--- src/rtl/cache_types.sv ---
// Shared coherence message types for the snooping interconnect.
// Pure type/constant package: no logic, no latency.
// No flow control of its own; consumers define valid/ready usage.
package cache_types;

  localparam int NUM_CACHE = 8;
  localparam int XLEN      = 32;

  // GETS is encoded as zero so a cleared message reads back as GETS.
  typedef enum logic [1:0] {
    GETS = 2'd0,
    GETM = 2'd1,
    PUTM = 2'd2,
    IDLE = 2'd3
  } bus_tx_t;

  typedef struct packed {
    logic                       valid;
    logic [$clog2(NUM_CACHE):0] source;
    logic [XLEN-1:0]            addr;
    bus_tx_t                    bus_tx;
  } req_msg_t;

endpackage

--- src/rtl/coherence_req_arbiter_pkg.sv ---
// Constants and helpers local to the request arbiter.
// Pure package: no logic, no latency.
// No flow control of its own.
package coherence_req_arbiter_pkg;

  import cache_types::*;

  localparam int REQ_FIFO_DEPTH = 2;

  // A requester competes only when it is valid and carries a real transaction.
  function automatic logic req_is_eligible(input logic valid, input bus_tx_t tx);
    return valid && (tx != IDLE);
  endfunction

endpackage

--- src/rtl/req_msg_fifo.sv ---
// Synchronous FIFO of req_msg_t used as the arbiter's ordered output queue.
// Latency: a push at edge N is visible at head during cycle N+1 when empty.
// Backpressure: push ignored when full, pop ignored when empty; head held until popped.
module req_msg_fifo
  import cache_types::*;
#(
  parameter int DEPTH = 2
) (
  input  logic                   clk,
  input  logic                   rst_n,
  input  logic                   push,
  input  req_msg_t               push_msg,
  input  logic                   pop,
  output logic                   full,
  output logic [$clog2(DEPTH):0] count,
  output req_msg_t               head
);

  localparam int PTR_W = $clog2(DEPTH);
  localparam int CNT_W = PTR_W + 1;

  req_msg_t         mem [DEPTH];
  logic [PTR_W-1:0] wr_ptr;
  logic [PTR_W-1:0] rd_ptr;
  logic             do_push;
  logic             do_pop;

  assign full    = (count == CNT_W'(DEPTH));
  assign do_push = push & ~full;
  assign do_pop  = pop & (count != '0);

  // Storage, pointers and occupancy; storage is cleared so an empty head reads as zero.
  always_ff @(posedge clk or negedge rst_n) begin
    if (!rst_n) begin
      for (int i = 0; i < DEPTH; i++) begin
        mem[i] <= '0;
      end
      wr_ptr <= '0;
      rd_ptr <= '0;
      count  <= '0;
    end else begin
      if (do_push) begin
        mem[wr_ptr] <= push_msg;
        wr_ptr      <= wr_ptr + 1'b1;
      end
      if (do_pop) begin
        rd_ptr <= rd_ptr + 1'b1;
      end
      case ({do_push, do_pop})
        2'b10:   count <= count + 1'b1;
        2'b01:   count <= count - 1'b1;
        default: count <= count;
      endcase
    end
  end

  // Head presents the oldest entry; valid tracks occupancy rather than stored data.
  always_comb begin
    head       = mem[rd_ptr];
    head.valid = (count != '0);
  end

endmodule

--- src/rtl/coherence_req_arbiter.sv ---
// Round-robin request arbiter feeding an ordered broadcast stream of req_msg_t.
// Latency: request accepted at edge N is on bus_req during cycle N+1 (empty queue).
// Backpressure: grants stop while the registered queue count is full; bus_ready never reaches req_ready.
module coherence_req_arbiter
  import cache_types::*;
  import coherence_req_arbiter_pkg::*;
#(
  parameter int NUM_REQ   = NUM_CACHE,
  parameter int OUT_DEPTH = REQ_FIFO_DEPTH,
  parameter int SRC_W     = $clog2(NUM_CACHE) + 1
) (
  input  logic                           clk,
  input  logic                           rst_n,
  input  logic [NUM_REQ-1:0]             req_valid,
  input  logic [NUM_REQ-1:0][XLEN-1:0]   req_addr,
  input  bus_tx_t [NUM_REQ-1:0]          req_tx,
  output logic [NUM_REQ-1:0]             req_ready,
  output req_msg_t                       bus_req,
  input  logic                           bus_ready,
  output logic [SRC_W-1:0]               grant_idx
);

  localparam int RR_W  = $clog2(NUM_REQ);
  localparam int CNT_W = $clog2(OUT_DEPTH) + 1;

  logic [RR_W-1:0]    rr_ptr;
  logic [RR_W-1:0]    rr_nxt;
  logic [RR_W-1:0]    sel;
  logic               found;
  logic [NUM_REQ-1:0] eligible;
  logic               push;
  logic               pop;
  logic               fifo_full;
  logic [CNT_W-1:0]   fifo_count;
  req_msg_t           push_msg;

  // Eligibility mask: valid and not IDLE.
  always_comb begin
    eligible = '0;
    for (int i = 0; i < NUM_REQ; i++) begin
      eligible[i] = req_is_eligible(req_valid[i], req_tx[i]);
    end
  end

  // Rotating priority search starting at rr_ptr, wrapping past NUM_REQ-1.
  always_comb begin
    found = 1'b0;
    sel   = '0;
    for (int k = 0; k < NUM_REQ; k++) begin
      int idx;
      idx = int'(rr_ptr) + k;
      if (idx >= NUM_REQ) begin
        idx = idx - NUM_REQ;
      end
      if (!found && eligible[idx]) begin
        found = 1'b1;
        sel   = RR_W'(idx);
      end
    end
  end

  // Grant only into a non-full queue (registered count) and never while in reset.
  assign push   = found & ~fifo_full & rst_n;
  assign pop    = (fifo_count != '0) & bus_ready;
  assign rr_nxt = (sel == RR_W'(NUM_REQ - 1)) ? '0 : sel + 1'b1;

  // One-hot ready toward the granted requester.
  always_comb begin
    req_ready = '0;
    if (push) begin
      req_ready[sel] = 1'b1;
    end
  end

  // Message built from the granted requester, stamped with its index.
  always_comb begin
    push_msg                   = '0;
    push_msg.valid             = 1'b1;
    push_msg.source[RR_W-1:0]  = sel;
    push_msg.addr              = req_addr[sel];
    push_msg.bus_tx            = req_tx[sel];
  end

  // Pointer moves past the winner so it gets lowest priority next time.
  always_ff @(posedge clk or negedge rst_n) begin
    if (!rst_n) begin
      rr_ptr    <= '0;
      grant_idx <= '0;
    end else if (push) begin
      rr_ptr    <= rr_nxt;
      grant_idx <= SRC_W'(sel);
    end
  end

  req_msg_fifo #(
    .DEPTH (OUT_DEPTH)
  ) u_out_fifo (
    .clk      (clk),
    .rst_n    (rst_n),
    .push     (push),
    .push_msg (push_msg),
    .pop      (pop),
    .full     (fifo_full),
    .count    (fifo_count),
    .head     (bus_req)
  );

endmodule

--- config.mk ---
export PLATFORM = sky130hd
export DESIGN_NAME = coherence_req_arbiter
export DESIGN_NICKNAME = d
export VERILOG_FILES = /design/src/rtl/cache_types.sv /design/src/rtl/coherence_req_arbiter_pkg.sv /design/src/rtl/req_msg_fifo.sv /design/src/rtl/coherence_req_arbiter.sv
export SDC_FILE = /design/constraint.sdc
export NUM_CORES = 1
export LEC_CHECK = 0
export BUFFER_PORTS_ARGS = -buffer_cell sky130_fd_sc_hd__buf_4
export CAP_MARGIN = 30
export CORE_ASPECT_RATIO = 2
export CORE_UTILIZATION = 40
export DETAILED_ROUTE_END_ITERATION = 8
export HOLD_SLACK_MARGIN = 0.12
export PLACE_DENSITY = 0.67
export SYNTH_ARGS = -nofsm -noshare
export SYNTH_HDL_FRONTEND = slang
export SYNTH_SLANG_ARGS = --single-unit
--- constraint.sdc ---
create_clock -name clk -period 4.46 [get_ports clk]
set_input_delay 0.892 -clock clk [delete_from_list [all_inputs] [get_ports clk]]
set_output_delay 0.892 -clock clk [all_outputs]
set_load 0.02 [all_outputs]
======== Yosys cells after proc, flatten, opt, wreduce, memory -nomap -nowiden ========
Cells that the tools add are included.
storage, ports and cells
  memories kept ........................... 0
  logic and storage cells ................. 163
  ROM bits ................................ 0
  output and inout port bits .............. 51
  memory bits (writable) .................. 0
  register bits ........................... 88
  bits in latches ......................... 0
operators by class
  bitwise gates (word level) .............. 8
  multiply operators ...................... 0
  multiplexer cells ....................... 63
  $lt $le $gt $ge ......................... 21
  $add $sub $neg .......................... 20
  equal/unequal tests ..................... 12
  reductions and logical operators ........ 26
  divide/modulo/power cells ............... 0
  shift-type cells ........................ 0
operators with widths
  operator               count
  $mux W32               9
  $lt A32 B5 Y1 const B  8
  $mux W38               3
  $bmux W32 S3           1
  $bwmux W78             1
  $demux W39 S1          1
  $mux W39               1
  $sub A4 B4 Y5 const B  7
  $ge A4 B4 Y1 const B   7
  $mux W3                9
  $mux W1                25
  $bmux W1 S3            8
  $logic_and A1 B1 Y1    17
  $add A3 B3 Y4 const B  4
  $ne A2 B2 Y1 const B   8
  $add A3 B2 Y4 const B  2
  $mux W8                1
  $logic_not A1 Y1       7
  $bmux W2 S3            1
  $and A1 B1 Y1          5
  $sub A3 B4 Y5 const B  1
  $add A3 B1 Y4 const B  1
  $eq A2 B2 Y1 const B   2
  $ge A2 B2 Y1 const B   2
  other kinds (16)       19

======== Depth between registers and ports, before layout ========
Gate-level depths: netlist of the first run.
  depth in word-level cells ............... 32
  depth in mapped cells ................... 18
  depth with buffers taken out ............ 14

======== Hierarchy ========
From an unflattened synthesis of the first run, not the netlist that was laid out.
second synthesis, totals
  cell total of the unflattened synthesis .. 1262
  area, all modules ....................... 10872.9 um^2
modules (own cells, without submodules)
  module                 instances  area each (um^2)  sequential area each (um^2)  cells each
  coherence_req_arbiter  1          7278.2            150.1                        1042
  req_msg_fifo           1          3594.7            2001.9                       220

======== Worst setup path after synthesis of the first run ========
Ideal clock, no wire load.
  path type ............................... reg2out
  from .................................... reg rr_ptr[0]
  to ...................................... out req_ready[0]
  buffers on the path ..................... 5
  setup slack ............................. -180 ps
  required time ........................... 3568 ps
  arrival time ............................ 3748 ps
  stages on the path, launching flop included .. 17
  cell sequence ........................... dfrtp_1 > buf_4 > inv_2 > buf_1 > ha_1 > buf_6 > buf_2 > mux4_2 > mux2i_2 > inv_1 > a21oi_1 > o211ai_1 > a21o_1 > clkbuf_1 > o21ai_1 > nand2b_1 > nor3_1
between the ends
  cells in the longest elaborated chain, start to end .. 32
ends and longest elaborated chain
  what                                                    line                         source
  from (decl)                                             coherence_req_arbiter.sv:26  logic [RR_W-1:0] rr_ptr;
  from (signal assigned)                                  coherence_req_arbiter.sv:90  rr_ptr <= rr_nxt;
  branches (longest 31 deep; another with $sub A4 B4 Y5)  -
  $mux W8 *                                               coherence_req_arbiter.sv:70  if (push) begin
  to (decl)                                               coherence_req_arbiter.sv:17  output logic [NUM_REQ-1:0] req_ready,
Every way passes the cells marked *. The select of a mux whose other input is x is not followed.

======== Final worst setup path of the first run ========
  from .................................... reg rr_ptr[0]
  to ...................................... out req_ready[3]
The elaborated chain is that of the path after synthesis.

==> metrics.cfg, run 1 <==
[run_status]
outcome=complete, but fails checks
violations=negative setup slack

[clock_network]
clkSlewWorstSetupHoldPaths_ns=0.07
worst_skew_pair.late_latency_ns=0.36
cts_tree=done
cts_max_path_buffers=2
numCtsBuffers=9
cts.sinks=84
cts_max_level=3
cts_root_buf=clkbuf_16

[global_routing]
top_usage_layer=met2
use_met1=0.3529
overflow=0
antenna_found_initial=5
grt_use_total=0.3698
use_met3=0.03875
grt_max_degree=133
grt_pass1_wl_um=80520
grt_pass1_vias=14030
grt_use_met2=0.6686

[routing]
viasPerCell=6.379
ant_nets=0
first_pass_iters=5
finalWirelength_um=55540
drt_iter0_drc=1248
vias=14450
wl_per_cell_um=24.52
drc=0

[timing]
finClkSkew_ns=0.01055
drv_slew=0
finalHoldViolations=0
setup_viol=1
layout_setup_ws_ns=-0.008144
clock.fmax_mhz=223.8
period_share=1.002
period_minus_slack_ns=4.468
fin_setup_tns_ns=-0.008144
slew_headroom=0.2883
rsz0062_at_grt=yes
tightest_slew_ns=1.068

[critical_path]
cp_max_fo=6
crit_required_ns=3.57
cpPeakStageDelay_ns=0.51
cp_cell_sequence=buf_12 -> buf_4 -> ha_4 -> xor2_4 -> mux4_2 -> mux2i_2 -> inv_2 -> buf_6 -> nor4_2 -> a32o_4 -> inv_2 -> nor3_4 -> buf_4
cp.arrival_ns=3.58
slowest_stage=dfrtp_4
crit_path_end_kind=output port
regToRegSetupSlack_ns=0.22
path_class=flip-flop to output port
crit_buf_inv=6
critPathTopFamily=buffers and inverters
startpoint_type=flip-flop

[place]
dp_hpwl_um=40770
io_buffer_count=331
place_congestion=0.9585

[floorplanning]
initial_utilization=0.4062
rows=87
die-width_um=121.4
design.core.area_um2=28080
die_area_um2=29240
fp.dieH_um=240.8
pin_count=334

[synthesis]
yosys-top-cells-area=dfrtp_1 18%, nand3_1 15%, a32oi_1 11%, o2111ai_1 10%, and3_1 7.5%
yosysTopAreaCell=dfrtp_1
yosys_warnings=0
syn_area_um2=11410
ys_dominant_reg_cell=dfrtp_1
ys_types=57
yosysSeqAreaShare=0.1843
synthArstFlopShare=1.000
syn-instance-count=1597
synth-edff-count=0
avgSynthCellArea_um2=7.143
yosysTopAreaCellShare=0.1843
synth_seq_cells=84

[finish]
mostFrequentLayoutCell=buf_4
final_cell_mix=446 x buf_4, 343 x nand3_1, 140 x inv_1
nNetsFinal=2187
syn_to_final_growth_pct=38.67
drive_above_1_share=0.3256

[job]
drv_cap=0

[hold_path]
timing.hold.worst.class=primary input to asynchronous set/reset pin

[stage by stage]
step / area (µm²) / std cells / util / worst slack (ns) / hold WS (ns)
finish: 15820 / 2265 / 0.5633 / -0.008144 / 0.3751
global placement: 14720 / 2220 / 0.5241 / -0.3149 / 0.4536
global route: 15820 / 2265 / 0.5633 / -0.09017 / 0.3739
floorplan: 11490 / 1598 / - / 0.004650 / 0.4436
detailed placement: 14720 / 2220 / 0.5241 / -0.4232 / 0.4635
CTS: 15580 / 2255 / 0.5547 / 0.01211 / 0.3709
[final timing paths]
check,startpoint,to,cells after the start
max,rr_ptr[0],req_ready[3],13
min,rst_n,grant_idx[2],1
max reg2reg,rr_ptr[0],u_out_fifo.mem[19],14
min reg2reg,u_out_fifo.mem[74],u_out_fifo.mem[74],1
max in group asynchronous,rst_n,u_out_fifo.mem[12],3
min in group clk,u_out_fifo.mem[74],u_out_fifo.mem[74],1
[registers in the layout (all words and copies together) (netlist names)]
register and flops:
u_out_fifo.mem 74, grant_idx 3, rr_ptr 3, u_out_fifo.count 2, u_out_fifo.rd_ptr 1, u_out_fifo.wr_ptr 1
[kinds of logic (layout without fill, tap and decap cells)]
| family | Yosys count | after routing | synth area share |
|---|---|---|---|
| AO/OA/AOI/OAI | 337 | 337 | 0.2488 |
| XOR/XNOR | 9 | 9 | 0.007569 |
| adder cells (fa/ha/maj) | 5 | 5 | 0.005484 |
| buffers and inverters | 333 | 639 | 0.1215 |
| flip-flops | 84 | 84 | 0.1843 |
| multiplexers | 72 | 72 | 0.07766 |
| other | 1 | 7 | 0.0003287 |
| AND/OR/NAND/NOR | 756 | 756 | 0.3544 |
[final cells by class]
class / instances / area (µm²)
Sequential cell: 84 / 2108
Antenna cell: 5 / 12.51
Clock buffer: 9 / 225.2
Tap cell: 356 / 445.4
Fill cell: 2617 / 12270
Clock inverter: 7 / 105.1
Timing Repair Buffer: 477 / 3911
Inverter: 146 / 554.3
Multi-Input combinational cell: 1181 / 8457
[per-layer routing]
layer  share of wire  wire (µm)  vias up
met2            0.52      28840      636
met5               0          0        -
li1                -          -     6619
met3           0.041       2298      253
met1            0.33      18140     6940
met4            0.11       6270        0
[synth_stat cells, types with 13 or more instances]
master / instances
o2111ai_1: 136
nand3_1: 344
buf_2: 37
dfrtp_1: 84
clkbuf_1: 126
and3_1: 137
inv_1: 143
a32oi_1: 137
nand2_1: 91
mux2_2: 43
nor2b_1: 136
nor2_1: 13
mux2i_1: 17
nor3_1: 14
[worst register-to-register path: stages, from the launching register on]
cell	delay, ns
dfrtp_4	0.45
inv_4	0.04
ha_4	0.37
mux2_4	0.33
and3_1	0.18
or3_4	0.41
a21o_1	0.22
buf_6	0.14
o31ai_4	0.27
buf_4	0.38
buf_4	0.57
nand3_1	0.16
o2111ai_1	0.35
nand3_1	0.17
nand3_1	0.12
[timing repair]
item / CTS / global route
hold buffers: 0 / 0
cloned: 3 / 0
gates resized for setup: 59 / 30
setup buffers: 19 / 6
hold endpoints to repair: 0 / 0
setup endpoints to repair: 8 / 8
pin swaps: 18 / 19
Power of run 1 is left out: the tool's default activity adds up to more than one toggle a clock period on the data nets, which glitch-free logic cannot reach.
==> run 2: changes to the inputs <==
Settings changed: SKIP_CTS_REPAIR_TIMING set to 1.
==> run 2 against run 1 <==
The run still ends with negative setup slack left. Utilization fell by 0.58 points. Clock-buffer cell count is the same. Sequential cell count stayed put.
==> metrics.cfg, run 2 (synthesis results as in run 1) <==
[routing]
dr.max_layer_used=met4
vias=14360  ; -0.60%
drc=0  ; unchanged
ant_nets=0  ; unchanged
viasPerCell=6.375  ; about the same
routedLengthMet1_um=18050  ; -0.46%
dr_wl_met2_um=29040  ; +0.69%
first_pass_iters=7  ; +2
finalWirelength_um=55310  ; -0.42%
wl_per_cell_um=24.55  ; +0.11%
dr_wl_met3_um=2300  ; about the same
drt_iter0_drc=1327  ; +6.3%

[floorplanning]
die_area_um2=29240  ; unchanged
pin_count=334  ; unchanged
initial_utilization=0.4062  ; unchanged
fp.dieH_um=240.8  ; unchanged
die-width_um=121.4  ; unchanged
design.core.area_um2=28080  ; unchanged
rows=87  ; unchanged

[finish]
nNetsFinal=2175  ; -0.55%
syn_to_final_growth_pct=37.25
drive_above_1_share=0.3198  ; -0.005863
fillCellCount=2642  ; +0.96%
mostFrequentLayoutCell=buf_4
utilization=0.5575  ; -0.005792
top_register=u_out_fifo.mem
reg.largest.list=u_out_fifo.mem x74, grant_idx x3, rr_ptr x3
largest_reg_flops=74  ; unchanged
final_cell_mix=433 x buf_4, 343 x nand3_1, 141 x inv_1

[run_status]
outcome=complete, but fails checks
violations=negative setup slack

[clock_network]
cts_max_path_buffers=2  ; unchanged
cts_tree=done
clkSlewWorstSetupHoldPaths_ns=0.07  ; about the same
numCtsBuffers=9  ; unchanged
cts_root_buf=clkbuf_16
cts.sinks=84  ; unchanged
cts_max_level=3  ; unchanged
worst_skew_pair.late_latency_ns=0.36  ; about the same

[timing]
finClkSkew_ns=0.008589  ; -0.001956 ns
clock.fmax_mhz=223.4  ; -0.20%
slew_headroom=0.3373  ; +0.04905
period_minus_slack_ns=4.477  ; +0.008932 ns
drv_slew=0  ; unchanged
layout_setup_ws_ns=-0.01708  ; -0.008932 ns
period_share=1.004  ; +0.002003
whs_ns=0.3793  ; +0.004202 ns
finalHoldViolations=0  ; unchanged
setup_viol=1  ; unchanged
rsz0062_at_grt=yes
tightest_slew_ns=0.9940  ; -0.07357 ns

[critical_path]
startpoint_type=flip-flop
cp_cell_sequence=inv_4 -> ha_4 -> buf_12 -> mux2i_4 -> buf_6 -> mux4_2 -> nand2b_4 -> a31oi_4 -> a211oi_4 -> o21ai_2 -> nand2_4 -> buf_4 -> nor3_2 -> buf_4
regToRegSetupSlack_ns=0.28  ; +0.06 ns
crit_required_ns=3.57  ; about the same
cp_max_fo=5  ; -1
cpPeakStageDelay_ns=0.53  ; +0.02 ns
worstRegToRegCells=15  ; +1
critPathMostFrequentCell=buf_4
slowest_stage=dfrtp_4
crit_path_end_kind=output port
r2r-end=u_out_fifo.mem[53]
cp.arrival_ns=3.59  ; about the same
path_class=flip-flop to output port
reg2reg_from=rr_ptr[0]

[global_routing]
grt_use_total=0.3597  ; -0.01017
antenna_found_initial=5  ; unchanged
grt_pass1_vias=13660  ; -2.7%
grt_max_degree=189  ; +42%
overflow=0  ; unchanged
grt_pass1_wl_um=78270  ; -2.8%

[job]
drv_cap=0  ; unchanged

[place]
io_buffer_count=331  ; unchanged
dp_hpwl_um=40770  ; unchanged
place_congestion=0.9585  ; unchanged

[hold_path]
timing.hold.worst.class=primary input to asynchronous set/reset pin

[run 2: changes by cell type in the layout (fill, tap and decap cells not counted), sizes merged]
cell    previous run  this run
clkbuf             9        13
buf              474       461
bufbuf             3         0
[run 2: how the worst max path moves through the flow]
stage	from	to	slack (ns)	cells past startpoint
2_1_floorplan	rr_ptr[0]	req_ready[0]	0.005	16
3_3_place_gp	req_tx[0]	req_ready[0]	-0.31	13
3_5_place_dp	req_tx[0]	req_ready[1]	-0.42	13
4_1_cts	req_tx[0]	req_ready[1]	-0.44	13
5_1_grt	rr_ptr[0]	req_ready[3]	-0.09	14
6_report	rr_ptr[0]	req_ready[3]	-0.02	14
[run 2: worst max-delay path, delay by kind of cell (launching register included)]
family,cells,cell delay [ns]
AND/OR/NAND/NOR,3,0.50
multiplexers,2,0.71
flip-flops,1,0.53
AO/OA/AOI/OAI,3,0.54
buffers and inverters,5,0.73
adder cells (fa/ha/maj),1,0.21
[run 2: metrics by stage]
step                TNS [ns]  instance area, µm²  instances  worst slack [ns]
finish              -0.01708               15660       2253          -0.01708
CTS                   -3.100               15050       2236           -0.4356
detailed placement    -19.57               14720       2220           -0.4232
global placement      -15.49               14720       2220           -0.3149
floorplan                  0               11490       1598          0.004650
global route         -0.4834               15660       2253          -0.09175
[run 2: metal layers]
| layer | up-vias | track usage |
|---|---|---|
| met2 | 633 | 0.6512 |
| li1 | 6607 | - |
| met4 | 0 | 0.3595 |
| met1 | 6893 | 0.3440 |
| met5 | - | 0 |
| met3 | 229 | 0.03379 |
[run 2: cell type report]
class	instances	area (µm²)	area share
Multi-Input combinational cell	1181	8377	0.5350
Tap cell	356	445.4	0.02845
Timing Repair Buffer	465	3829	0.2445
Inverter	146	554.3	0.03540
Antenna cell	5	12.51	0.0007992
Clock buffer	9	225.2	0.01439
Clock inverter	7	105.1	0.006713
Sequential cell	84	2108	0.1347
Power of run 2 is left out for the same reason.
==> run 3: changes to the inputs <==
Settings changed: CORE_MARGIN set to 2.
==> run 3 against run 2 <==
Die area up 2.5%. Fmax up 0.12%. Wire length down 0.97%. Clock-buffer cell count up 2. Sequential cell count unchanged. Critical path depth unchanged. Sequential share of layout area about the same. First-iteration DRC count up 20%. Via count down 0.28%. Clock skew up 0.0064 ns. The run still ends with negative setup slack left. Global-route usage down 1.1 points.
==> metrics.cfg, run 3 (synthesis results as in run 1) <==
[run_status]
outcome=complete, but fails checks
violations=negative setup slack

[timing]
drv_slew=0  ; unchanged
rsz0062_at_grt=yes
period_minus_slack_ns=4.472  ; -0.005387 ns
layout_setup_ws_ns=-0.01169  ; +0.005387 ns
tightest_slew_ns=1.060  ; +0.06568 ns
clock.fmax_mhz=223.6  ; +0.12%
finClkSkew_ns=0.01500  ; +0.006414 ns
setup_viol=3  ; +2
whs_ns=0.4525  ; +0.07321 ns
finalHoldViolations=0  ; unchanged
period_share=1.003  ; -0.001208
slew_headroom=0.2935  ; -0.04379

[global_routing]
grt_use_total=0.3490  ; -0.01066
grt_pass1_vias=13660  ; unchanged
antenna_found_initial=4  ; -1
overflow=0  ; unchanged
grt_pass1_wl_um=79160  ; +1.1%
grt_max_degree=256  ; +35%

[finish]
drive_above_1_share=0.3239  ; +0.004087
nNetsFinal=2183  ; +0.37%
final_cell_mix=438 x buf_4, 343 x nand3_1, 140 x inv_1
largest_reg_flops=74  ; unchanged
mostFrequentLayoutCell=buf_4
syn_to_final_growth_pct=36.89
top_register=u_out_fifo.mem
reg.largest.list=u_out_fifo.mem x74, grant_idx x3, rr_ptr x3

[floorplanning]
die-width_um=123.4  ; +1.6%
fp.dieH_um=242.8  ; +0.83%
rows=87  ; unchanged
die_area_um2=29970  ; +2.5%
design.core.area_um2=28080  ; unchanged
pin_count=334  ; unchanged
initial_utilization=0.4062  ; unchanged

[place]
place_congestion=0.9588  ; about the same
io_buffer_count=331  ; unchanged
dp_hpwl_um=40060  ; -1.7%

[routing]
drt_iter0_drc=1591  ; +20%
viasPerCell=6.340  ; -0.54%
wl_per_cell_um=24.25  ; -1.2%
finalWirelength_um=54780  ; -0.97%
drc=0  ; unchanged
first_pass_iters=5  ; -2
ant_nets=0  ; unchanged
vias=14320  ; -0.28%

[clock_network]
cts_max_level=3  ; unchanged
numCtsBuffers=9  ; unchanged
cts_root_buf=clkbuf_16
cts_tree=done
cts.sinks=84  ; unchanged
worst_skew_pair.late_latency_ns=0.35  ; about the same
clkSlewWorstSetupHoldPaths_ns=0.07  ; about the same
cts_max_path_buffers=2  ; unchanged

[job]
drv_cap=0  ; unchanged

[critical_path]
cp.arrival_ns=3.58  ; about the same
regToRegSetupSlack_ns=0.18  ; -0.10 ns
cp_max_fo=6  ; +1
crit_required_ns=3.57  ; about the same
path_class=primary input to output port
r2r-end=u_out_fifo.mem[7]
crit_path_end_kind=output port
worstRegToRegCells=17  ; +2
startpoint_type=primary input
reg2reg_from=rr_ptr[0]

[hold_path]
timing.hold.worst.class=primary input to asynchronous set/reset pin

## run 3: cell types whose count changed in the layout (fill, tap and decap cells not counted), moves of 3 or more
cell,change
buf_6,+5
buf_4,+5
a21boi_2,+3
a21boi_4,-4
## run 3: layout make-up
class	instances	area (µm²)
clock inverters	4	33.78
repair buffers	473	3860
clock buffers	11	242.7
flip-flops and latches	84	2107
fillers	2714	12470
well taps	356	445.4
diodes	4	10.01
inverters	146	556.8
multi-input cells	1181	8359
## run 3: how the worst max path moves through the flow
stage                      start            to  slack (ns)  cells after the start
floorplan              rr_ptr[0]  req_ready[0]       0.005                     16
finish              req_valid[0]  req_ready[0]       -0.01                     14
global placement       req_tx[2]  req_ready[5]       -0.23                     13
CTS                    rr_ptr[0]  req_ready[5]       -0.46                     13
detailed placement     req_tx[2]  req_ready[5]       -0.29                     13
global route           rr_ptr[0]  req_ready[3]        -0.1                     12
## run 3: routing by layer
metal	wire length, µm	vias up	GRT usage
li1	-	6620	-
met1	17640	6838	0.3471
met2	28880	653	0.6286
met3	2543	211	0.03336
met4	5706	0	0.2911
met5	0	-	0
## run 3: per-stage QoR
stage	utilization	worst slack (ns)	instances	cell area [µm²]	TNS [ns]
6_report	0.5560	-0.01169	2259	15620	-0.02964
2_1_floorplan	-	0.004650	1598	11490	0
3_5_place_dp	0.5253	-0.2866	2220	14750	-7.929
3_3_place_gp	0.5243	-0.2272	2219	14730	-5.446
5_1_grt	0.5560	-0.09849	2259	15620	-0.6068
4_1_cts	0.5352	-0.4636	2235	15030	-4.781
## run 3: worst max-delay path, cell delays in order
cell,delay (ns)
buf_4,0.11
a21boi_2,0.20
buf_6,0.16
mux4_2,0.47
mux2_4,0.31
buf_6,0.14
nand2_1,0.08
mux2i_2,0.10
a211oi_4,0.26
o21ai_2,0.10
nand2_2,0.15
clkinvlp_4,0.24
nor3_4,0.21
buf_6,0.14
Power of run 3 is left out for the same reason.
